`src/rtl/ats21_pkg.sv`:
```
// Shared types and constants for the ATS21 transaction arbiter.
// Latency: n/a (declarations only).
// Backpressure: n/a.
package ats21_pkg;

  typedef enum logic [1:0] {
    IDLE,
    BUSY,
    RESP
  } state_e;

  localparam int ATS_CTRL_W = 16;
  localparam int ATS_DATA_W = 24;
  localparam int ATS_STAT_W = 2;

  // Reported when the engine never raises ready; a real 2'b11 looks the same.
  localparam logic [ATS_STAT_W-1:0] STAT_TIMEOUT = 2'b11;

  // Round-robin successor of a client index.
  function automatic int next_idx(input int idx, input int n);
    return (idx + 1) % n;
  endfunction

endpackage

```
`src/rtl/ats21_arbiter_rr_pick.sv`:
```
// Round-robin picker: first requester at or after ptr, searching upward with wrap.
// Latency: purely combinational.
// Backpressure: none; the caller decides when the pick is consumed.
module rr_pick #(
  parameter int NREQ = 4,
  localparam int IW = $clog2(NREQ)
) (
  input  logic [NREQ-1:0] req,
  input  logic [IW-1:0]   ptr,
  output logic            any,
  output logic [NREQ-1:0] gnt,
  output logic [IW-1:0]   idx
);

  logic [IW-1:0] cand;

  // Walk the request vector starting at ptr; keep only the first hit.
  always_comb begin
    any  = 1'b0;
    gnt  = '0;
    idx  = '0;
    cand = '0;
    for (int i = 0; i < NREQ; i++) begin
      cand = IW'((int'(ptr) + i) % NREQ);
      if (!any && req[cand]) begin
        any       = 1'b1;
        gnt[cand] = 1'b1;
        idx       = cand;
      end
    end
  end

endmodule

```
`src/rtl/ats21_arbiter.sv`:
```
// Shares one ATS21 engine between NREQ clients with round-robin grants and a watchdog.
// Latency: grant at edge k gives ats_req in cycle k+1; ready at end of m gives rsp_valid in m+1.
// Backpressure: response held stable until rsp_ready; no new grant until the handshake completes.
module ats21_arbiter
  import ats21_pkg::*;
#(
  parameter int NREQ    = 4,
  parameter int TIMEOUT = 64
) (
  input  logic                       clk,
  input  logic                       reset,
  input  logic [NREQ-1:0]            cli_req,
  input  logic [NREQ*ATS_CTRL_W-1:0] cli_ctrlA,
  input  logic [NREQ*ATS_CTRL_W-1:0] cli_ctrlB,
  output logic [NREQ-1:0]            cli_ack,
  output logic                       rsp_valid,
  input  logic                       rsp_ready,
  output logic [$clog2(NREQ)-1:0]    rsp_id,
  output logic [ATS_STAT_W-1:0]      rsp_stat,
  output logic [ATS_DATA_W-1:0]      rsp_data,
  output logic                       ats_req,
  output logic [ATS_CTRL_W-1:0]      ats_ctrlA,
  output logic [ATS_CTRL_W-1:0]      ats_ctrlB,
  input  logic                       ats_ready,
  input  logic [ATS_STAT_W-1:0]      ats_stat,
  input  logic [ATS_DATA_W-1:0]      ats_data
);

  localparam int IW = $clog2(NREQ);
  localparam int CW = $clog2(TIMEOUT);

  state_e          state;
  logic [IW-1:0]   rr_ptr;
  logic [CW-1:0]   cnt;

  logic            pick_any;
  logic [NREQ-1:0] pick_gnt;
  logic [IW-1:0]   pick_idx;

  logic [ATS_CTRL_W-1:0] ctl_a [NREQ];
  logic [ATS_CTRL_W-1:0] ctl_b [NREQ];

  for (genvar g = 0; g < NREQ; g++) begin : g_unpack
    assign ctl_a[g] = cli_ctrlA[g*ATS_CTRL_W +: ATS_CTRL_W];
    assign ctl_b[g] = cli_ctrlB[g*ATS_CTRL_W +: ATS_CTRL_W];
  end

  rr_pick #(.NREQ(NREQ)) u_pick (
    .req (cli_req),
    .ptr (rr_ptr),
    .any (pick_any),
    .gnt (pick_gnt),
    .idx (pick_idx)
  );

  // Transaction FSM: grant in IDLE, hold the ATS21 request in BUSY, present the response in RESP.
  always_ff @(posedge clk or negedge reset) begin
    if (!reset) begin
      state     <= IDLE;
      rr_ptr    <= '0;
      cnt       <= '0;
      cli_ack   <= '0;
      rsp_valid <= 1'b0;
      rsp_id    <= '0;
      rsp_stat  <= '0;
      rsp_data  <= '0;
      ats_req   <= 1'b0;
      ats_ctrlA <= '0;
      ats_ctrlB <= '0;
    end else begin
      cli_ack <= '0;
      case (state)
        IDLE: begin
          if (pick_any) begin
            state     <= BUSY;
            rr_ptr    <= IW'(next_idx(int'(pick_idx), NREQ));
            rsp_id    <= pick_idx;
            cli_ack   <= pick_gnt;
            cnt       <= '0;
            ats_req   <= 1'b1;
            ats_ctrlA <= ctl_a[pick_idx];
            ats_ctrlB <= ctl_b[pick_idx];
          end
        end
        BUSY: begin
          // A ready on the watchdog edge still returns the engine's real result.
          if (ats_ready) begin
            state     <= RESP;
            ats_req   <= 1'b0;
            rsp_valid <= 1'b1;
            rsp_stat  <= ats_stat;
            rsp_data  <= ats_data;
          end else if (cnt == CW'(TIMEOUT - 1)) begin
            state     <= RESP;
            ats_req   <= 1'b0;
            rsp_valid <= 1'b1;
            rsp_stat  <= STAT_TIMEOUT;
            rsp_data  <= '0;
          end else begin
            cnt <= cnt + CW'(1);
          end
        end
        RESP: begin
          if (rsp_ready) begin
            state     <= IDLE;
            rsp_valid <= 1'b0;
          end
        end
        default: state <= IDLE;
      endcase
    end
  end

endmodule

```
`config.mk`:
```
export PLATFORM = sky130hd
export DESIGN_NAME = ats21_arbiter
export DESIGN_NICKNAME = d
export VERILOG_FILES = /design/src/rtl/ats21_pkg.sv /design/src/rtl/ats21_arbiter_rr_pick.sv /design/src/rtl/ats21_arbiter.sv
export SDC_FILE = /design/constraint.sdc
export NUM_CORES = 1
export LEC_CHECK = 0
export ABC_AREA = 1
export BUFFER_PORTS_ARGS = -buffer_cell sky130_fd_sc_hd__buf_2
export CORE_MARGIN = 2
export CORE_UTILIZATION = 42
export DETAILED_ROUTE_END_ITERATION = 7
export GPL_TIMING_DRIVEN = 0
export PLACE_DENSITY_LB_ADDON = 0.2
export REMOVE_ABC_BUFFERS = 1
export SYNTH_ARGS = -nofsm -noshare
export SYNTH_HDL_FRONTEND = slang
export SYNTH_SLANG_ARGS = --single-unit
```
`constraint.sdc`:
```
create_clock -name clk -period 6.4 [get_ports clk]
set_input_delay 0.64 -clock clk [delete_from_list [all_inputs] [get_ports clk]]
set_output_delay 0.64 -clock clk [all_outputs]
set_load 0.01 [all_outputs]
```
==> results.cfg <==
[global_routing]
track_usage_pct = 21.0
grt_first_pass_wirelength_um = 22600
grt_start_max_net_pins = 67
grt_overflow_total = 0
grt_antenna_before_repair = 0
first_global_vias = 4793

[sta]
final_period_minus_worst_setup_slack_ps = 4220
timing.fmax_ghz = 0.237
finalSetupViolCount = 0
setup_repair_after_global_routing_missed_its_margin = false
timing_worst_slew_pin_value_ps = 1370
tns_ps = 0
slew_headroom_pct = 8.22
finalMaxSlewViolations = 0
final_hold_viol_count = 0
fin_skew_ps = 7.51
hold_slack_ps = 251
finalCritPeriodShare_pct = 66.0

[final_layout]
antenna_cells = 0
area_growth_syn_to_layout_pct = 24.7
area_of_the_multi_input_gates_mm2 = 0.00250
design.final.nets = 1111
post_layout_util_pct = 53.3
layout.cells.most_common = nand2_1
area.sequential_mm2 = 0.00190
fillers = 1233
proportion_of_layout_cells_with_a_drive_suffix_above_1_pct = 29.7
layout_common_cells = nand2_1 (240), buf_2 (226), inv_1 (151)

[setup_path]
cp_data_arrival_time_ps = 4500
peak_fanout_along_the_critical_path = 66
worst_setup_path_end_kind = flop
crit_type = flop to flop
path_depth_of_the_worst_reg2reg_path = 13
timing.critical_path.from_type = flop
req_time_crit_path_ps = 6670

[run_status]
run_status = completed

[synthesis]
yosys.area_share.simple_pct = 37.4
yosysTopAreaCellShare_pct = 35.4
synth_cell_types = 37
synth_xor_xnor_area_share_pct = 0.163
synth_top_family_by_area = simple AND/OR/NAND/NOR gates
flip_flop_and_latch_count_after_synthesis = 76
synth-adder-area-share_pct = 2.10
syn_area_mm2 = 0.00537
yosysSeqAreaShare_pct = 35.4
yosys.area.top_type = dfrtp_1
post_synth_inst_count = 747
synthMuxAreaShare_pct = 0
yosys_warnings = 0
fraction_of_the_mapped_netlist_area_in_compound_gates_pct = 6.85
synthesis.area_per_instance_um2 = 7.19
ys_top_cells_by_area = dfrtp_1 (35%), nand2_1 (17%), inv_1 (11%), nand4_1 (7.7%), nand3_1 (6.2%)

[run]
maxCapViolations = 0

[power_and_ir_drop]
total_leakage_power_uw = 0.00412
power_density_mw_per_mm2 = 615
power.total_uw = 4120
vdd_drop_max_v = 0.000308

[floorplan]
start_util_pct = 42.7
core.rowCount = 41
design.portCount = 228
dieHeight_um = 117
fp.dieArea_mm2 = 0.0137
floorplan.core_area_mm2 = 0.0126
die_x_um = 117

[clock_network]
clock-root-buffer = clkbuf_16
postCtsSetupRepairBufs = 0
cts.repair.resized = 0
ctsLongestPathBuffers = 2
clk_pin_slew_ps = 60
cts_buffers = 9
ctsHoldBuffers = 0
numClockSinks = 76
cts_tree = built
clk_latency_ps = 330
cts_max_level = 3

[drt]
drc = 0
detail_route.first_pass.iterations = 5
finalWirelength_um = 14500
wl_per_cell_um = 13.0
drt-initial-drc-count = 228
vias = 5348
routed_via_density = 4.79
drtAntennaViolNets = 0

[placement]
count_of_port_buffers_added_during_placement = 227
dp.final_hpwl_um = 9860
gpl.final_weighted_congestion = 0.834

[hold_path]
hold_path_class = input pin to asynchronous set/reset pin
-- sequential cells by signal, indices dropped and copies added, names as in the netlist --
register / count
rsp_valid: 1
rsp_id: 2
cli_ack: 4
rsp_data: 24
ats_ctrlA: 16
ats_req: 1
cnt: 6
rr_ptr: 2
rsp_stat: 2
ats_ctrlB: 16
state: 2
-- worst max-delay path: stages (launching register included) --
cell	delay [ps]
dfrtp_1	660
inv_6	120
ha_1	440
inv_1	140
nand2_1	100
nand2_4	130
o21ai_2	80
nand2_2	900
nand3_4	890
nand2_1	280
nand3_2	120
nand2_1	110
nand2_1	50
nand2_1	80
-- cell type report --
type	count	area share, %
multi-input cells	468	37.3
flip-flops and latches	76	28.4
repair buffers	228	17.4
inverters	157	8.97
clock buffers	11	3.78
well taps	172	3.21
clock inverters	5	0.879
-- where the power goes --
| part | switching, µW | leakage, µW | internal [µW] |
|---|---|---|---|
| sequential | 129 | 0.000945 | 716 |
| clock | 198 | 0.000148 | 324 |
| combinational | 1840 | 0.00303 | 911 |
| total | 2170 | 0.00412 | 1950 |
-- final timing paths --
path,slack [ps],end,start
worst max-delay path,2180,ats_ctrlB[0],rr_ptr[0]
worst min-delay path,250,rsp_data[14],reset
worst max register to register,2180,ats_ctrlB[0],rr_ptr[0]
worst min register to register,470,ats_ctrlA[1],ats_ctrlA[1]
max in group asynchronous,5580,rsp_data[19],reset
min in group clk,470,ats_ctrlA[1],ats_ctrlA[1]
-- stage by stage --
stage	std cells	cell area, µm²	setup slack [ps]
global route	1117	6690	1760
global placement	1100	6350	2110
detailed placement	1101	6380	2080
floorplan	701	5000	3270
finish	1117	6690	2180
CTS	1117	6690	2070
-- Yosys cell counts (all sizes together) --
cell type  count
a21boi         1
a21oi          5
a22o          24
a31oi          1
buf           42
clkbuf         4
clkinv         2
dfrtp         76
ha             9
inv          155
nand2        251
nand3         83
nand3b         2
nand4         66
nor2           6
nor3           2
nor4           1
o2111ai        4
o211ai         1
o21ai          9
o22a           2
xor2           1
-- cell families after synthesis --
group                    count (synthesis)
XOR/XNOR                                 1
buffers and inverters                  203
AND/OR/NAND/NOR                        411
AO/OA/AOI/OAI                           47
adder cells (fa/ha/maj)                  9
flip-flops                              76
-- metal layers --
metal  GRT usage (%)  vias to the layer above  part of all wire [%]
li1                -                     2755                     -
met1            26.1                     2371                    45
met2            36.6                      209                    45
met3            4.74                       13                   8.6
met4            6.27                        0                   1.4
met5               0                        -                     0
(Power assumes the default switching activity.)
